===== config.mk =====
export PLATFORM = sky130hd
export DESIGN_NAME = lfsr_serializer
export DESIGN_NICKNAME = d
export VERILOG_FILES = /design/src/rtl/lfsr_serializer.sv
export SDC_FILE = /design/constraint.sdc
export NUM_CORES = 1
export LEC_CHECK = 0
export ABC_CLOCK_PERIOD_IN_PS = 2100
export CAP_MARGIN = 20
export CORE_AREA = 5 5 42 44
export CTS_CLUSTER_SIZE = 25
export DETAILED_ROUTE_END_ITERATION = 6
export DIE_AREA = 0 0 47 49
export PLACE_DENSITY = 0.64
export REMOVE_ABC_BUFFERS = 1
export SETUP_SLACK_MARGIN = 0.4
export SYNTH_ARGS = -nofsm -noshare
export SYNTH_HDL_FRONTEND = slang
export SYNTH_SLANG_ARGS = --single-unit

===== constraint.sdc =====
create_clock -name CLK -period 2.1 [get_ports CLK]
set_input_delay 0.42 -clock CLK [delete_from_list [all_inputs] [get_ports CLK]]
set_output_delay 0.42 -clock CLK [all_outputs]
set_load 0.02 [all_outputs]

===== src/rtl/lfsr_serializer.sv =====
// lfsr_serializer: seeded Galois LFSR scrambler with a serial output stage.
// After reset releases, the register is stepped SHIFTS times, then its final
// contents are presented LSB-first on OUT with valid high, one bit per clock.
// The block then idles with both outputs low until the next reset.
module lfsr_serializer #(
    parameter int               WIDTH  = 4,
    parameter int               SHIFTS = 8,
    parameter logic [WIDTH-1:0] TAPS   = 4'b0011
) (
    input  logic             CLK,
    input  logic             RST,
    input  logic [WIDTH-1:0] seed,
    output logic             OUT,
    output logic             valid
);

    // One counter serves both phases, so it must hold the larger of the two counts.
    localparam int MAX_COUNT = (SHIFTS > WIDTH) ? SHIFTS : WIDTH;
    localparam int CNT_W     = (MAX_COUNT > 1) ? $clog2(MAX_COUNT) : 1;

    localparam logic [CNT_W-1:0] LAST_SHIFT = CNT_W'(SHIFTS - 1);
    localparam logic [CNT_W-1:0] LAST_BIT   = CNT_W'(WIDTH - 1);
    localparam logic [CNT_W-1:0] CNT_ZERO   = CNT_W'(0);
    localparam logic [CNT_W-1:0] CNT_ONE    = CNT_W'(1);

    typedef enum logic [1:0] {
        ST_LFSR   = 2'd0,
        ST_SERIAL = 2'd1,
        ST_DONE   = 2'd2
    } state_t;

    state_t           state_r;
    logic [WIDTH-1:0] lfsr_r;
    logic [CNT_W-1:0] cnt_r;

    // One Galois step: shift toward the MSB and fold the feedback mask back in
    // whenever the bit falling off the top was set.
    function automatic logic [WIDTH-1:0] lfsr_step(input logic [WIDTH-1:0] r);
        logic [WIDTH-1:0] fb;
        fb = r[WIDTH-1] ? TAPS : {WIDTH{1'b0}};
        return {r[WIDTH-2:0], 1'b0} ^ fb;
    endfunction

    // Serial drain: move the next bit into position 0, zero filling from the top.
    function automatic logic [WIDTH-1:0] drain_step(input logic [WIDTH-1:0] r);
        return {1'b0, r[WIDTH-1:1]};
    endfunction

    // Sequencer: reset/seed load, LFSR stepping, serial output, then idle.
    always_ff @(posedge CLK) begin
        if (RST) begin
            lfsr_r  <= seed;
            cnt_r   <= CNT_ZERO;
            state_r <= ST_LFSR;
            OUT     <= 1'b0;
            valid   <= 1'b0;
        end else begin
            case (state_r)
                ST_LFSR: begin
                    lfsr_r <= lfsr_step(lfsr_r);
                    OUT    <= 1'b0;
                    valid  <= 1'b0;
                    if (cnt_r == LAST_SHIFT) begin
                        cnt_r   <= CNT_ZERO;
                        state_r <= ST_SERIAL;
                    end else begin
                        cnt_r <= cnt_r + CNT_ONE;
                    end
                end
                ST_SERIAL: begin
                    OUT    <= lfsr_r[0];
                    valid  <= 1'b1;
                    lfsr_r <= drain_step(lfsr_r);
                    if (cnt_r == LAST_BIT) begin
                        cnt_r   <= CNT_ZERO;
                        state_r <= ST_DONE;
                    end else begin
                        cnt_r <= cnt_r + CNT_ONE;
                    end
                end
                ST_DONE: begin
                    OUT   <= 1'b0;
                    valid <= 1'b0;
                end
                default: begin
                    // Unreachable encoding: park quietly until the next reset.
                    state_r <= ST_DONE;
                    cnt_r   <= CNT_ZERO;
                    OUT     <= 1'b0;
                    valid   <= 1'b0;
                end
            endcase
        end
    end

endmodule


Word-level counts from Yosys, hierarchy flattened
Index checks and enable logic that the tools add are counted.
{ "totals": {"reg_bits": 11, "latchBits": 0, "ram_bits": 0, "romBits": 0, "in_bits": 6, "out_inout_bits": 2, "wordCells": 29, "n_memories": 0} }
{ "classes": {"addsub": 1, "n_mul": 0, "div_mod_pow": 0, "order_cmp": 0, "eq_ne": 6, "n_shift": 0, "muxes": 10, "n_bitwise": 3, "n_reduce_logical": 4} }
{ "ops": {"columns": ["operator", "n"], "rows": [
  ["$pmux 3 s3", 1],
  ["$pmux 4 s2", 1],
  ["$mux 2", 3],
  ["$mux 3", 2],
  ["$pmux 2 s3", 1],
  ["$mux 4", 1],
  ["$ne 2x2->1 const B", 2],
  ["$xor 4x2->4", 1],
  ["$add 3x1->3 const B", 1],
  ["$eq 3x2->1 const B", 1],
  ["$eq 3x3->1 const B", 1],
  ["$reduce_and 3->1", 1],
  ["$reduce_bool 3->1", 1],
  ["$eq 2x1->1 const B", 1],
  ["$eq 2x2->1 const B", 1],
  ["$logic_not 2->1", 1],
  ["$not 1->1", 2],
  ["$reduce_or 2->1", 1],
  ["$mux 1", 1]
]} }

Logic depth before layout (Yosys ltp)
{ "depth": {"depth_word": 4, "mapped_depth": 5, "depth_no_buf": 5} }

Least setup slack after synthesis
Ideal clock, no wire load.
{ "synth_path": {"kind": "register -> register", "startpoint": "register cnt_r[0]", "endpoint": "register cnt_r[2]", "setup_ps": 70, "arrival_time_ps": 1246, "required_time_ps": 2030, "setup_slack_ps": 784, "path_stages_with_launch": 6, "path_buffers": 0, "synth_period_minus_slack_ps": 1316, "path_cell_list": "dfxtp_1 > ha_1 > ha_1 > nor2b_1 > a211o_1 > a21oi_1"} }
{ "synth_between": {"elab_chain_len": 3, "word_cells_on_any_way": 6, "classes_between": "1 x add/sub; 2 x eq/ne; 3 x mux"} }
{ "synth_lines": {"columns": ["item", "line", "text"], "rows": [
  ["start, declared", "34", "logic [CNT_W-1:0] cnt_r;"],
  ["start signal, assigned", "67", "cnt_r <= cnt_r + CNT_ONE;"],
  ["start signal, assigned", "78", "cnt_r <= cnt_r + CNT_ONE;"],
  ["$add 3x1->3 (tied with other cells)", "67, 78", null],
  ["$mux 3, on equally long branches", "74, 63", null],
  ["$pmux 3 s3 (*)", "58", "case (state_r)"]
]} }
Mark *: on every way between the ends. The rest lies on a longest branch, timed or not.
A chain may end at the register's enable or synchronous reset.

Worst setup path after layout
{ "layout_path": {"startpoint": "register OUT", "endpoint": "output OUT"} }
{ "layout_rtl": {"columns": ["item", "line", "text"], "rows": [
  ["start, declared", "13", "output logic OUT,"],
  ["start signal, assigned", "71", "OUT <= lfsr_r[0];"]
]} }
No word-level cell between the ends.

==> reports/qor.log <==
[run_status] result of the run complete, no violations
[sta] worst clock skew 0.005282 ns
[hold_path] worst hold start lfsr_r[0]
[placement] placed cell areas 653.1 sq um
[sta] Period Utilization, post-route 75.41%
[clocking] cts repair resizes 0
[power_and_ir_drop] combinational power share 13.2%
[route] number of iterations in the first detailed-routing pass 4
[final_layout] area grow syn2layout 16.52%
[yosys] Seq/Total Area, Yosys 44.64%
[critical_path] beginning of the critical path OUT
[critical_path] worst reg2reg startpoint cnt_r[0]
[yosys] area share of the largest cell type after synthesis 24.03%
[job] count of maximum capacitance violations 0
[final_layout] layout cell share with drive strength beyond 1 10.77%
[route] total vias in the final route 399
[power_and_ir_drop] power dissipated by switching net loads 101.2 uW
[critical_path] CP bufs+invs 1
[clocking] Clock Pin Slew Worst Setup and Hold Paths 0.07 ns
[sta] worst rel slew slack 71.33%
[yosys] synthesized area per cell 10.41 sq um
[global_route] global-route wire length before repair 1.593 mm
[yosys] library cell with the largest summed area after synthesis dfxtp_1
[hold_path] Hold WC Path Type reg -> reg
[route] Initial DRC Count 8
[global_route] initial antenna violation count 0
[placement] HPWL reported at the end of detailed placement 721.6 um
[power_and_ir_drop] switching part of the total 22.74%
[die] Horiz. Die Dim 47 um
[sta] worst-margin pin slew 0.4295 ns
[yosys] total of warnings raised by yosys 0
[power_and_ir_drop] part of the total power dissipated in the clock network 31.2%
[critical_path] list of cells traversed by the critical path clkdlybuf4s50_1
[critical_path] maximum net fanout on the critical path 1
[final_layout] antenna cells 0
[die] Core Footprint 1401 sq um
[route] remaining antenna violation count after routing 0
[placement] global placer's final weighted congestion 0.7296
[sta] hold violation count in the final report 0
[sta] Post-Route Setup TNS 0 ns
[clocking] clock tree buffer depth 2
[sta] min Tclk post-route 1.584 ns
[critical_path] Crit path max-delay family buffers and inverters
[sta] PnR worst setup slack 0.5165 ns
[yosys] leading cell types by total area after synthesis dfxtp_1 (24%), edfxtp_1 (21%), ha_1 (8.6%), mux2i_1 (8.6%), nand2_1 (4.5%)
[clocking] number of clock sinks 11
[die] height of the chip 49 um
[global_route] overall fraction of global-route tracks in use 9.510%
[placement] port buffer count 7
[power_and_ir_drop] Internal Pwr Total 343.9 uW
[route] detailed-route wire length per cell 11.38 um
[clocking] Post-CTS Setup Repair Bufs 0
[die] Site Rows 14
[sta] number of setup violations in the final report 0
[final_layout] final net count 76
[critical_path] critical path startpoint category register
[die] Initial Util 41.61%
[route] post-detailed-route via-to-cell ratio 4.926
[global_route] number of global-route vias before repair 393
[clocking] Clock Root Buffer clkbuf_4
[global_route] final global-route overflow total 0
[route] Post-Route WL 922 um
[placement] Post-Place Cells 77
[sta] Max Slew Vio Count 0
[final_layout] post-layout instance area 679.4 sq um
[power_and_ir_drop] cell area power density 655.1 nW/um^2
[yosys] cell area after technology mapping 583.1 sq um
[route] number of design rule violations left after detail routing 0
[sta] achievable frequency 0.6315 GHz
[die] Die Footprint 2303 sq um
[power_and_ir_drop] Pleak 0.0002706 uW
[die] I/O pin count 8
[critical_path] required time worst endpoint 1.68 ns
[clocking] hold buffers post-CTS 0
[critical_path] slowest cell on the critical path clkdlybuf4s50_1
[placement] post-placement setup slack 0.4984 ns
[global_route] maximum number of pins on one net before global-route repair 12
[power_and_ir_drop] part of the total power dissipated in sequential elements 55.7%
[sta] unrepaired setup endpoints after global routing no
[clocking] H-tree Lvls 1
[power_and_ir_drop] maximum resistive drop on vdd 405.6 uV
[yosys] Netlist cell types 24
[clocking] clock buffers created by TritonCTS 3
[critical_path] delay of the slowest cell on the worst path 0.59 ns
[yosys] register bit total from synthesis 11
[critical_path] Critical Path Sink Type primary output
[clocking] clock latency at the later pin of the worst-skew pair 0.26 ns
[critical_path] worst setup path class reg -> out
[final_layout] number of standard cells in the final layout excluding fillers 81
[critical_path] data arrival time of the critical path 1.16 ns
[clocking] CTS tree yes
[yosys] Cells after Synth 56
==> power groups by stage <==
stage | logic, uW | registers, uW | clock network (uW)
after detailed placement | 58.2 | 253 | 0
after floorplan | 37.4 | 250 | 0
final | 58.5 | 248 | 139
after global placement | 57.9 | 252 | 0
after global routing | 66.4 | 250 | 159
after CTS | 58.5 | 248 | 147
==> flip-flops by register name, indices dropped and copies added, names as in the netlist <==
signal	cells
valid	1
OUT	1
cnt_r	3
lfsr_r	4
state_r	2
==> worst paths after layout <==
path / to / slack, ns / depth (start not counted)
max: OUT / 0.52 / 1
max reg2reg: cnt_r[2] / 0.68 / 5
min: OUT / 0.52 / 1
min reg2reg: OUT / 0.52 / 1
==> cell usage after synthesis <==
| library cell | n |
|---|---|
| nand3b_1 | 1 |
| o21ai_0 | 1 |
| mux2i_1 | 5 |
| or2b_1 | 1 |
| nor3_1 | 1 |
| nand4b_1 | 1 |
| inv_1 | 3 |
| nand2_1 | 7 |
| nor2_1 | 3 |
| xor2_1 | 1 |
| nor2b_1 | 1 |
| dfxtp_1 | 7 |
| nor3b_2 | 1 |
| o21ai_1 | 3 |
| a21oi_1 | 4 |
| edfxtp_1 | 4 |
| ha_1 | 4 |
| buf_2 | 1 |
| nor2b_4 | 1 |
| buf_6 | 2 |
| and2_1 | 1 |
| a211o_1 | 1 |
| o31ai_1 | 1 |
| nand2b_4 | 1 |
==> metrics by stage <==
step	total power [uW]	hold WS, ns	utilization, %
2_1_floorplan	287.2	0.4699	-
5_1_grt	475.0	0.5543	48.48
3_3_place_gp	309.5	0.4894	46.61
3_5_place_dp	310.8	0.5165	46.61
6_report	445.1	0.5207	48.48
4_1_cts	453.7	0.5242	48.48
==> layout make-up <==
class	instances	area [sq um]
sequential	11	260.3
tap	16	20.02
inverter	3	11.26
multi-input combinational	39	284.0
fill	148	721.9
timing repair buffer	8	77.57
clock buffer	4	26.28
==> metal layers <==
layer	routed length, um	GRT usage, %	vias up
li1	-	-	208
met1	435	11.26	183
met2	441	14.25	8
met3	44	4.428	0
met4	0	4.147	0
met5	0	0	-
==> cell families (layout without fill, tap and decap cells) <==
family	after synthesis	count (layout)	share of synthesized area, %
xor+xnor	1	1	1.502
compound gates	10	10	9.656
buf+inv	6	15	6.651
flops	11	11	44.64
fa+ha+maj	4	4	8.584
simple gates	19	19	20.39
mux	5	5	8.584
==> cell usage in the layout, fill, tap and decap left out <==
master / n
or2b_1: 1
clkbuf_1: 1
nand3b_1: 1
dfxtp_1: 7
ha_1: 4
and2_1: 1
inv_1: 3
nor2b_1: 1
nor3b_2: 1
a211o_1: 1
xor2_1: 1
edfxtp_1: 4
o31ai_1: 1
nand2_1: 7
a21oi_1: 4
nor2b_4: 1
nor3_1: 1
nor2_1: 3
clkdlybuf4s50_1: 7
nand2b_4: 1
buf_4: 1
clkbuf_4: 3
mux2i_1: 5
o21ai_1: 3
nand4b_1: 1
o21ai_0: 1
Power figures use the tool's default switching activity.
